--- src/rtl/adder_pkg.sv ---
// Shared definitions for the pipelined adder: default geometry, segment sizing
// and the stage record layout for the default configuration.
package adder_pkg;

  localparam int DEFAULT_WIDTH  = 16;
  localparam int DEFAULT_STAGES = 4;

  function automatic int seg_width(input int width, input int stages);
    return width / stages;
  endfunction

  typedef struct packed {
    logic                     valid;
    logic [DEFAULT_WIDTH-1:0] sum;
    logic [DEFAULT_WIDTH-1:0] opa;
    logic [DEFAULT_WIDTH-1:0] opb;
    logic                     carry;
    logic                     ovf;
  } stage_default_t;

endpackage

--- src/rtl/adder_segment.sv ---
// Combinational SEG-bit full adder returning {cout, carry_into_msb, sum}.
module adder_segment #(
  parameter int SEG = 4
) (
  input  logic [SEG-1:0] i_a,
  input  logic [SEG-1:0] i_b,
  input  logic           i_cin,
  output logic [SEG+1:0] o_res
);

  logic [SEG:0] w_full;
  logic         w_cmsb;

  assign w_full = {1'b0, i_a} + {1'b0, i_b} + {{SEG{1'b0}}, i_cin};
  // The MSB sum bit is a ^ b ^ carry_in, so the carry into it falls out by XOR.
  assign w_cmsb = w_full[SEG-1] ^ i_a[SEG-1] ^ i_b[SEG-1];
  assign o_res  = {w_full[SEG], w_cmsb, w_full[SEG-1:0]};

endmodule

--- src/rtl/pipelined_adder.sv ---
// WIDTH-bit adder split into STAGES carry-registered segments, one segment per
// clock, with a globally stalled valid/ready pipeline.
module pipelined_adder
  import adder_pkg::*;
#(
  parameter int WIDTH  = DEFAULT_WIDTH,
  parameter int STAGES = DEFAULT_STAGES
) (
  input  logic             clk,
  input  logic             rst,
  input  logic             in_valid,
  output logic             in_ready,
  input  logic [WIDTH-1:0] A,
  input  logic [WIDTH-1:0] B,
  input  logic             Cin,
  output logic             out_valid,
  input  logic             out_ready,
  output logic [WIDTH-1:0] S,
  output logic             Cout,
  output logic             Ovf
);

  localparam int SEG = seg_width(WIDTH, STAGES);

  if (STAGES < 1 || STAGES > WIDTH || (WIDTH % STAGES) != 0) begin : g_param_err
    $error("pipelined_adder: STAGES must lie in 1..WIDTH and divide WIDTH");
  end

  typedef struct packed {
    logic             valid;
    logic [WIDTH-1:0] sum;
    logic [WIDTH-1:0] opa;
    logic [WIDTH-1:0] opb;
    logic             carry;
    logic             ovf;
  } stage_t;

  stage_t         r_stage [STAGES];
  stage_t         w_src   [STAGES];
  stage_t         w_nxt   [STAGES];
  logic [SEG+1:0] w_res   [STAGES];
  logic           w_adv;

  assign w_adv    = !r_stage[STAGES-1].valid || out_ready;
  assign in_ready = w_adv;

  always_comb begin
    w_src[0]       = '0;
    w_src[0].valid = in_valid;
    w_src[0].opa   = A;
    w_src[0].opb   = B;
    w_src[0].carry = Cin;
    for (int k = 1; k < STAGES; k++) begin
      w_src[k] = r_stage[k-1];
    end
  end

  for (genvar gi = 0; gi < STAGES; gi++) begin : g_seg
    adder_segment #(.SEG(SEG)) u_seg (
      .i_a   (w_src[gi].opa[gi*SEG +: SEG]),
      .i_b   (w_src[gi].opb[gi*SEG +: SEG]),
      .i_cin (w_src[gi].carry),
      .o_res (w_res[gi])
    );
  end

  always_comb begin
    for (int k = 0; k < STAGES; k++) begin
      w_nxt[k]                     = w_src[k];
      w_nxt[k].sum[k*SEG +: SEG]   = w_res[k][SEG-1:0];
      w_nxt[k].carry               = w_res[k][SEG+1];
      w_nxt[k].ovf                 = w_res[k][SEG+1] ^ w_res[k][SEG];
    end
  end

  // Payload only loads with a valid beat so the outputs keep the last result
  // while bubbles flow through.
  always_ff @(posedge clk) begin
    if (rst) begin
      for (int k = 0; k < STAGES; k++) begin
        r_stage[k] <= '0;
      end
    end else if (w_adv) begin
      for (int k = 0; k < STAGES; k++) begin
        if (w_nxt[k].valid) begin
          r_stage[k] <= w_nxt[k];
        end else begin
          r_stage[k].valid <= 1'b0;
        end
      end
    end
  end

  assign out_valid = r_stage[STAGES-1].valid;
  assign S         = r_stage[STAGES-1].sum;
  assign Cout      = r_stage[STAGES-1].carry;
  assign Ovf       = r_stage[STAGES-1].ovf;

endmodule

--- config.mk ---
export PLATFORM = sky130hd
export DESIGN_NAME = pipelined_adder
export DESIGN_NICKNAME = d
export VERILOG_FILES = /design/src/rtl/adder_pkg.sv /design/src/rtl/adder_segment.sv /design/src/rtl/pipelined_adder.sv
export SDC_FILE = /design/constraint.sdc
export NUM_CORES = 1
export LEC_CHECK = 0
export CAP_MARGIN = 20
export CORE_ASPECT_RATIO = 2
export CORE_MARGIN = 8
export CORE_UTILIZATION = 33
export CTS_CLUSTER_DIAMETER = 50
export DETAILED_ROUTE_END_ITERATION = 6
export GPL_TIMING_DRIVEN = 0
export PLACE_DENSITY = 0.64
export SLEW_MARGIN = 40
export SYNTH_ARGS = -nofsm -noshare
export SYNTH_HDL_FRONTEND = slang
export SYNTH_SLANG_ARGS = --single-unit
--- constraint.sdc ---
create_clock -name clk -period 1.9 [get_ports clk]
set_clock_uncertainty 0.05 [all_clocks]
set_input_delay 0.57 -clock clk [delete_from_list [all_inputs] [get_ports clk]]
set_output_delay 0.57 -clock clk [all_outputs]
set_load 0.05 [all_outputs]
# [After elaboration in Yosys (flattened, before gate mapping)]
# Memory sizes are Yosys's and may differ from the RTL's.
# Index checks and enable logic that the tools add are counted.
[word_totals] ff_bits=0 ramBits=204 in_bits=37 output_inout_bits=20 elab_cells=73 n_memories=1
[classes] add_sub_neg=8 mux=42 bitwise_logic=20 reduce_logical=2
[memory_table] memory="r_stage" words=4 width=51 rd=4 rd_ports_with_merged_regs=0 write_ports=4 line="pipelined_adder.sv:38" text="stage_t r_stage [STAGES];"
[op_table] cell="2-to-1 mux 51 bit" count=4
[op_table] cell="2-to-1 mux 1 bit" count=38
[op_table] cell="adder 4 x 4 -> 5 bit" count=4
[op_table] cell="adder 5 x 1 -> 5 bit" count=4
[op_table] cell="XOR 1 bit" count=12
[op_table] cell="bitwise OR 1 bit" count=8
[op_table] cell="zero test 1 bit" count=1
[op_table] cell="logical OR 1 bit" count=1

# [Depth between registers and ports, before layout]
# Gate-level depths: netlist of run 1.
# An unclocked memory read counts as a cell.
[depth] ltp_word=8 depth_mapped=8 mapped_depth_nobuf=8

# [Cells and area by module]
# From an unflattened synthesis of run 1, not the netlist that was laid out.
[hier_totals] cells_unflattened=311 area_unflattened_um2=5146.2
[by_module_without_submodules] module="pipelined_adder" instances=1 cells_per_inst=231 area_each_um2=4405.5 seq_area_each_um2=2912.8
[by_module_without_submodules] module="adder_segment" instances=4 cells_per_inst=20 area_each_um2=185.2 seq_area_each_um2=0.0

# [Worst setup path before layout of run 1]
# Ideal clock, no wire load.
[synth_timing] kind="reg2reg" start="memory r_stage[3][50] in the netlist's numbering" end="memory r_stage[0][10] in the netlist's numbering (enable)" setup_time_ns=0.385 arrival_time_ns=1.671 required_ns=1.465 setup_slack_ns=-0.206 path_stages_with_launch=4 n_path_buf=1 synth_period_minus_slack_ns=2.106 cell_sequence="edfxtp_1 > nand2b_1 > buf_4 > a21o_1"
[synth_rtl] item="start: declaration" line="pipelined_adder.sv:38"

# [Worst setup path in the final report of run 1]
[layout_timing] start="input port out_ready" end="output port in_ready"
[layout_between] elab_chain_cells=1
[layout_rtl] item="start: declaration" line="pipelined_adder.sv:17" text="input logic out_ready,"
[layout_rtl] item="logical OR 1 bit" line="pipelined_adder.sv:44" text="assign w_adv = !r_stage[STAGES-1].valid || out_ready;"
[layout_rtl] item="end: declaration" line="pipelined_adder.sv:12" text="output logic in_ready,"
# Every way passes these cells.

==> qor.yml, run 1 <==
worst_setup_path:
  crit_chain: "clkdlybuf4s50_1 > nand2b_1 > buf_6 > buf_8"
  cp_slowest_cell: "clkdlybuf4s50_1"
  r2r-start: "r_stage[2][1]"
  max_stage_delay_ns: 0.45
  critPathKind: "primary input to output port"
  start_kind: "primary input"
  reg2regPathDepth: 6
  cp.arrival_ns: 1.43
  cp.required_ns: 1.28
  end_kind: "output port"
  r2r_end: "r_stage[3][0]"
  rrSetupSlack_ns: -0.08
  cp_max_fo: 10
place:
  gp_congestion: 0.762
  dp_hpwl_um: 5420
  port_buffers: 56
  placed_area_um2: 4960
  placed_cells: 488
final_layout:
  diodes: 0
  reg_top3: "r_stage (97)"
  drive_above_1_share_pct: 14.6
  areaGrowthSynthToFinish_pct: 27.3
  layout.nets: 408
  largest_reg_flops: 97
  regMostFlops: "r_stage"
  final_area_um2: 5340
  final_cells: 506
power_and_ir_drop:
  p_per_area_nw_per_um2: 883
  p_total_mw: 4.71
  p_leak_nw: 2.41
  ir_drop_uv: 481
routing:
  met3RoutedLength_um: 398
  top_layer_used: "met4"
  viasPerCell: 4.67
  first_pass_iters: 4
  drt_wl_total_um: 6970
  met1_length_um: 2330
  ant_nets: 0
  wl_per_cell_um: 13.8
  dr_total_vias: 2365
  met2_length_um: 4030
  drc: 0
  dr.first_iter.drc_count: 108
timing:
  finalWorstSetupSlack_ns: -0.150
  whs_ns: 0.498
  drv_slew: 0
  slew_headroom_pct: 65.6
  min_period_ns: 2.05
  finalHoldViolCount: 0
  fin_crit_sh_pct: 108
  worstMarginPinSlew_ns: 0.517
  rsz0062_at_grt: "true"
  clock.fmax_mhz: 488
  setup_violations: 2
die:
  row_count: 58
  die_y_um: 175
  core_um2: 12500
  die_w_um: 95.7
  initial_utilization_pct: 33.6
  pin_count: 57
  die_area_um2: 16800
synth:
  synth_cells: 282
  synth_compound_gate_area_share_pct: 3.07
  syn_avg_cell_area_um2: 14.9
  yosys.area_share.simple_pct: 14.8
  synth_xor_area_share_pct: 2.18
  syn_nets: 339
  yosysWarnings: 0
  yosysSeqAreaShare_pct: 69.5
  synth_top_family_by_area: "simple AND/OR/NAND/NOR gates"
  synth_mux_area_share_pct: 0
  ys_types: 25
  synthesis.area_um2: 4190
  synth_fa_ha_area_share_pct: 7.40
  synth-seq-cells: 97
global_route:
  grt_pass1_vias: 2488
  antenna_found_initial: 0
  grt.total_usage_pct: 8.89
  grt_pass1_wl_um: 11300
  gr-total-overflow: 0
  grt_max_degree: 30
cts:
  cts_made_buffers: 9
  clk_latency_ns: 0.34
  clk_pin_slew_ns: 0.06
  cts_root_buf: "clkbuf_16"
  tritoncts: "built"
  ctsHoldBuffers: 0
  clockBufferDepth: 2
  cts_htree_levels: 3
  cts.sinks: 97
min_path:
  hold_path_end: "r_stage[3][43]"
  hp-start: "r_stage[2][43]"
  hp-class: "flip-flop to flip-flop"
  holdPathStages: 1
status:
  violations: "setup timing"
  outcome: "finished with violations"
job:
  drv_cap: 0
==> worst max-delay path by stage <==
stage	slack [ns]	to	from
detailed placement	-0.81	in_ready	out_ready
finish	-0.15	in_ready	out_ready
global placement	-0.80	in_ready	out_ready
floorplan	-0.04	r_stage[0][1]	Cin
CTS	-0.23	in_ready	out_ready
global route	-0.18	r_stage[3][0]	r_stage[2][1]
==> Yosys cell counts, drive strengths merged <==
cell | number | area, um^2
xor2 | 6 | 60.1
nor2b | 4 | 25.0
xnor3 | 1 | 22.5
nand2 | 4 | 17.5
a21oi | 8 | 43.8
nor2 | 12 | 47.6
and2b | 1 | 7.51
clkbuf | 13 | 48.8
fa | 8 | 160
and3 | 77 | 482
buf | 3 | 20.0
ha | 12 | 150
nand2b | 1 | 6.26
inv | 16 | 60.1
or2 | 4 | 25.0
edfxtp | 97 | 2910
o21ai | 2 | 10.0
nor3 | 2 | 10.0
a21o | 10 | 75.1
xnor2 | 1 | 8.76
==> repair_timing <==
item / in CTS / in global routing
pin swaps: 6 / 7
setup buffers: 1 / 1
endpoints found under the hold margin: 0 / 0
resized for setup: 60 / 11
endpoints found under the setup margin: 159 / 45
==> cell usage in the layout (no fill, tap or decap), types with 5 or more instances in the layout <==
master           synthesis  final
edfxtp_1                97     97
and3_1                  77     77
clkdlybuf4s50_1          0     31
dlygate4sd2_1            0     22
inv_1                   16     16
ha_1                    12     12
nor2_1                  11     11
clkbuf_16                0      9
clkbuf_8                 0      7
a21o_1                  10      6
clkbuf_1                13      5
xor2_1                   5      5
==> metrics by stage <==
step	util, %	TNS [ns]	worst slack, ns
finish	42.8	-0.227	-0.150
floorplan	-	-0.0372	-0.0372
global route	42.8	-0.428	-0.181
CTS	42.5	-1.39	-0.226
global placement	39.7	-80.08	-0.798
detailed placement	39.7	-86.07	-0.812
==> layout make-up <==
class / instances / area [um^2]
flip-flops and latches: 97 / 2910
repair buffers: 58 / 548
plain buffers: 16 / 154
multi-input cells: 153 / 1200
well taps: 150 / 188
clock inverters: 7 / 47.5
inverters: 16 / 60.1
fillers: 1175 / 7140
clock buffers: 9 / 225
==> routing by layer <==
layer / vias up / GRT usage, %
met1: 1122 / 7.78
met3: 16 / 3.12
met5: - / 0
met4: 0 / 4.52
li1: 1172 / -
met2: 55 / 16.7
==> where the power goes <==
group | switching (mW) | internal (mW) | total, mW
Sequential | 0.0434 | 2.50 | 2.55
Combinational | 0.296 | 0.231 | 0.527
Clock | 0.755 | 0.884 | 1.64
==> critical path: cells and delay by family <==
family,cells,cell delay [ns]
buffers and inverters,3,0.75
AND/OR/NAND/NOR,1,0.11
==> cells by family after synthesis <==
family,count (synthesis)
buf+inv,32
flops,97
xor+xnor,8
fa+ha+maj,20
simple gates,105
compound gates,20
No activity file was read; power rests on OpenSTA's default activity.
==> run 2, diff against run 1 <==
--- a/config.mk
+++ b/config.mk
@@ -8,11 +8,11 @@
 export CAP_MARGIN = 20
 export CORE_ASPECT_RATIO = 2
 export CORE_MARGIN = 8
-export CORE_UTILIZATION = 33
+export CORE_UTILIZATION = 49
 export CTS_CLUSTER_DIAMETER = 50
 export DETAILED_ROUTE_END_ITERATION = 6
 export GPL_TIMING_DRIVEN = 0
-export PLACE_DENSITY = 0.64
+export PLACE_DENSITY = 0.85
 export SLEW_MARGIN = 40
 export SYNTH_ARGS = -nofsm -noshare
 export SYNTH_HDL_FRONTEND = slang
==> run 2 against run 1 <==
Effect of this change:
- the flow still finishes with violations (setup timing)
- combinational power rose by 6.3%
- clock power fell by 3%
- final cell count fell by 8.9%
- count of clock-buffer cells in the layout rose by 2
- critical path type is now flip-flop to flip-flop
==> qor.yml, run 2 (same netlist as run 1, synthesis figures left out) <==
worst_setup_path:
  reg2regPathDepth: 6
  crit_chain: "fa_2 > a21o_1 > a21oi_2 > xor2_2 > xnor3_1 > nor2_2"
  critPathKind: "flip-flop to flip-flop"
  cp.required_ns: 2.04
  cp_max_fo: 2
  max_stage_delay_ns: 0.43
  cp.arrival_ns: 2.21
  start_kind: "flip-flop"
  end_kind: "flip-flop"
  cp_slowest_cell: "fa_2"
global_route:
  grtUsageMet3_pct: 3.30
  grt_max_degree: 30
  grt_pass1_vias: 2742
  gr-total-overflow: 0
  grt.total_usage_pct: 13.7
  gr-usage-met1_pct: 13.4
  grtUsageMet2_pct: 24.9
  grt_pass1_wl_um: 12600
  busiest_layer: "met2"
  antenna_found_initial: 0
place:
  dp_hpwl_um: 5600
  port_buffers: 56
  gp_congestion: 0.760
  placed_cells: 438
timing:
  setup_violations: 2
  finalHoldViolCount: 0
  worstMarginPinSlew_ns: 0.536
  finalWorstSetupSlack_ns: -0.164
  min_period_ns: 2.06
  slew_headroom_pct: 64.3
  clock.fmax_mhz: 485
  drv_slew: 0
  rsz0062_at_grt: "true"
  fin_crit_sh_pct: 109
routing:
  drc: 0
  ant_nets: 0
  dr_total_vias: 2489
  viasPerCell: 5.40
  first_pass_iters: 4
  dr.first_iter.drc_count: 183
  drt_wl_total_um: 7910
  wl_per_cell_um: 17.2
die:
  row_count: 48
  die_y_um: 147
  die_w_um: 81.4
  die_area_um2: 12000
  pin_count: 57
  core_um2: 8470
  initial_utilization_pct: 49.5
final_layout:
  regMostFlops: "r_stage"
  final_common_cell: "edfxtp_1"
  reg_top3: "r_stage (97)"
  diodes: 0
  drive_above_1_share_pct: 16.1
  largest_reg_flops: 97
  layout.nets: 413
  mostFrequentLayoutCells: "97 x edfxtp_1, 77 x and3_1, 29 x clkdlybuf4s50_1, 20 x dlygate4sd2_1, 14 x inv_1"
  final_cells: 461
  areaGrowthSynthToFinish_pct: 27.6
power_and_ir_drop:
  ir_drop_uv: 598
  p_per_area_nw_per_um2: 878
  p_leak_nw: 2.46
  p_total_mw: 4.70
cts:
  cts.sinks: 97
  clk_pin_slew_ns: 0.06
  cts_root_buf: "clkbuf_16"
  tritoncts: "built"
  ctsHoldBuffers: 0
  cts_htree_levels: 3
  cts_made_buffers: 9
  clockBufferDepth: 2
  clk_latency_ns: 0.34
status:
  violations: "setup timing"
  outcome: "finished with violations"
min_path:
  holdPathStages: 1
  hp-class: "flip-flop to flip-flop"
job:
  drv_cap: 0
run 2: report_power, final:
| group | internal, mW | total [mW] | switching, mW | leakage [nW] |
|---|---|---|---|---|
| Sequential | 2.51 | 2.55 | 0.0488 | 1.04 |
| Combinational | 0.247 | 0.560 | 0.313 | 1.29 |
| Clock | 0.872 | 1.59 | 0.715 | 0.128 |
| Total | 3.62 | 4.70 | 1.08 | 2.46 |
run 2: worst paths after layout:
| check | startpoint | endpoint | slack (ns) |
|---|---|---|---|
| worst max-delay path | r_stage[2][1] | r_stage[3][0] | -0.16 |
| worst min-delay path | r_stage[2][44] | r_stage[3][44] | 0.51 |
| worst max register to register | r_stage[2][1] | r_stage[3][0] | -0.16 |
| worst min register to register | r_stage[2][44] | r_stage[3][44] | 0.51 |
run 2: layout make-up:
cell class              count  area [um^2]
fillers                   570         3120
flip-flops and latches     97         2910
inverters                  16         60.1
clock buffers              11          233
well taps                 100          125
clock inverters             5         22.5
multi-input cells         153         1220
plain buffers              16          163
repair buffers             63          612
run 2: what timing repair did:
action                     CTS  global route
cloned                       0             2
buffers inserted             3             2
pin swaps                    4             6
resized for setup           64            17
setup endpoints to repair  159           132
run 2: metal layers:
layer / part of all wire (%) / wire (um)
met2: 57 / 4490
met4: 2.7 / 211
met3: 5.8 / 461
met5: 0 / 0
met1: 35 / 2740
run 2: worst max-delay path, delay by kind of cell, from the launching register on:
family | cells | cell delay (ns)
AOI/OAI and AO/OA | 2 | 0.35
xor gates and xnor gates | 2 | 0.57
DFF | 1 | 0.40
adders and majority gates | 1 | 0.43
and+or+nand+nor | 1 | 0.12
run 2: stage by stage:
stage / util, % / instance area, um^2 / TNS, ns / hold WS, ns / worst slack [ns]
after floorplan: - / 4210 / -0.0372 / 0.478 / -0.0372
after CTS: 62.0 / 5250 / -0.948 / 0.500 / -0.212
final: 63.2 / 5350 / -0.178 / 0.506 / -0.164
after detailed placement: 57.8 / 4890 / -84.56 / 0.487 / -0.818
after global placement: 57.8 / 4890 / -72.49 / 0.483 / -0.791
after global routing: 63.2 / 5350 / -0.366 / 0.525 / -0.251
==> run 3, diff against run 2 <==
--- a/config.mk
+++ b/config.mk
@@ -12,7 +12,7 @@
 export CTS_CLUSTER_DIAMETER = 50
 export DETAILED_ROUTE_END_ITERATION = 6
 export GPL_TIMING_DRIVEN = 0
-export PLACE_DENSITY = 0.85
+export PLACE_DENSITY = 0.87
 export SLEW_MARGIN = 40
 export SYNTH_ARGS = -nofsm -noshare
 export SYNTH_HDL_FRONTEND = slang
==> run 3 against run 2 <==
Effect of this change:
- the flow still finishes with violations (setup timing)
- final cell count increased by 0.22%
- maximum frequency is 1.4% lower
- sequential power barely moved
- count of clock-buffer cells in the layout shrank 1
- global-route usage up 0.85 points
- largest cell class unchanged
==> qor.yml, run 3 (same netlist as run 1, synthesis figures left out) <==
routing:
  first_pass_iters: 4
  dr.first_iter.drc_count: 160
  wl_per_cell_um: 17.6
  dr_total_vias: 2516
  drt_wl_total_um: 8130
  drc: 0
  ant_nets: 0
  viasPerCell: 5.45
cts:
  clockBufferDepth: 2
  cts_root_buf: "clkbuf_16"
  clk_latency_ns: 0.34
  cts.sinks: 97
  cts_made_buffers: 9
  tritoncts: "built"
  cts_htree_levels: 3
  ctsHoldBuffers: 0
  clk_pin_slew_ns: 0.06
final_layout:
  final_common_cell: "edfxtp_1"
  regMostFlops: "r_stage"
  drive_above_1_share_pct: 17.1
  areaGrowthSynthToFinish_pct: 28.3
  fillers: 562
  regArea_um2: 2910
  diodes: 0
  multiInputGateArea_um2: 1210
  largest_reg_flops: 97
  mostFrequentLayoutCells: "97 x edfxtp_1, 77 x and3_1, 28 x clkdlybuf4s50_1, 22 x dlygate4sd2_1, 14 x inv_1"
  reg_top3: "r_stage (97)"
  layout.nets: 414
  utilization_pct: 63.5
timing:
  worstMarginPinSlew_ns: 0.524
  rsz0062_at_grt: "true"
  setup_violations: 2
  clock.fmax_mhz: 478
  slew_headroom_pct: 65.1
  min_period_ns: 2.09
  finalWorstSetupSlack_ns: -0.193
  finalHoldViolCount: 0
  fin_crit_sh_pct: 110
  drv_slew: 0
global_route:
  gr-total-overflow: 0
  grt.total_usage_pct: 14.6
  grt_pass1_vias: 2819
  grt_pass1_wl_um: 13100
  grt_max_degree: 30
  antenna_found_initial: 0
power_and_ir_drop:
  p_per_area_nw_per_um2: 930
  power.share.clock_pct: 37.9
  switching_share_pct: 22.1
  p_sw_mw: 1.11
  p_leak_nw: 2.47
  sequentialPowerShare_pct: 51.1
  combinationalPowerShare_pct: 11.0
  internal_power_mw: 3.89
  ir_drop_uv: 543
die:
  die_area_um2: 12000
  die_y_um: 147
  core_um2: 8470
  row_count: 48
  die_w_um: 81.4
  initial_utilization_pct: 49.5
  pin_count: 57
worst_setup_path:
  end_kind: "flip-flop"
  cp.arrival_ns: 2.25
  cp.required_ns: 2.05
  start_kind: "flip-flop"
  critPathKind: "flip-flop to flip-flop"
  cp_max_fo: 2
  rrSetupSlack_ns: -0.19
place:
  port_buffers: 56
  dp_hpwl_um: 5840
  gp_congestion: 0.737
  pre_cts_ws_ns: -0.825
status:
  outcome: "finished with violations"
  violations: "setup timing"
min_path:
  hp-class: "flip-flop to flip-flop"
job:
  drv_cap: 0
## run 3: cell type report
| type | instances | area share, % |
|---|---|---|
| buffer | 16 | 2.86 |
| clock buffer | 10 | 4.26 |
| clock inverter | 6 | 1.54 |
| inverter | 16 | 1.12 |
| multi-input combinational | 153 | 22.5 |
| sequential | 97 | 54.2 |
| tap | 100 | 2.33 |
| timing repair buffer | 64 | 11.3 |
## run 3: power groups by stage
stage	combinational, mW	sequential [mW]	clock, mW
after floorplan	0.243	2.66	0
after CTS	0.543	2.55	1.91
after detailed placement	0.524	2.60	0
final	0.552	2.55	1.89
after global placement	0.487	2.59	0
after global routing	0.601	2.57	2.01
## run 3: stage by stage
| stage | hold slack (ns) | total power, mW | cells | instance area [um^2] | TNS [ns] |
|---|---|---|---|---|---|
| 2_1_floorplan | 0.478 | 2.90 | 282 | 4210 | -0.0372 |
| 3_3_place_gp | 0.483 | 3.07 | 438 | 4890 | -72.73 |
| 3_5_place_dp | 0.490 | 3.12 | 438 | 4890 | -87.75 |
| 4_1_cts | 0.502 | 5.01 | 457 | 5310 | -0.413 |
| 5_1_grt | 0.509 | 5.17 | 462 | 5380 | -0.528 |
| 6_report | 0.502 | 5.00 | 462 | 5380 | -0.290 |
## run 3: final timing paths
kind                                startpoint              to  cells after the start
worst min-delay path            r_stage[0][33]  r_stage[1][33]                      1
worst max register to register  r_stage[2][30]   r_stage[3][0]                      8
worst min register to register  r_stage[0][33]  r_stage[1][33]                      1
worst max-delay path            r_stage[2][30]   r_stage[3][0]                      8
## run 3: worst max-delay path, cell delays in order, from the launching register on
cell      delay [ns]
edfxtp_1        0.42
fa_2            0.44
inv_2           0.09
fa_2            0.23
inv_2           0.04
a21o_1          0.15
a21oi_2         0.16
xnor3_1         0.28
nor2_2          0.10
## run 3: metal layers
layer | vias to the layer above | track usage, % | part of all wire, %
li1 | 1185 | - | -
met1 | 1206 | 13.4 | 33
met2 | 106 | 26.8 | 57
met3 | 19 | 3.98 | 7.0
met4 | 0 | 7.93 | 3.0
met5 | - | 0 | 0
## run 3: repair_timing
action,in CTS,in global routing
setup buffers,3,5
pin swaps,9,4
setup endpoints to repair,159,91
gates cloned,0,0
resized for setup,67,9
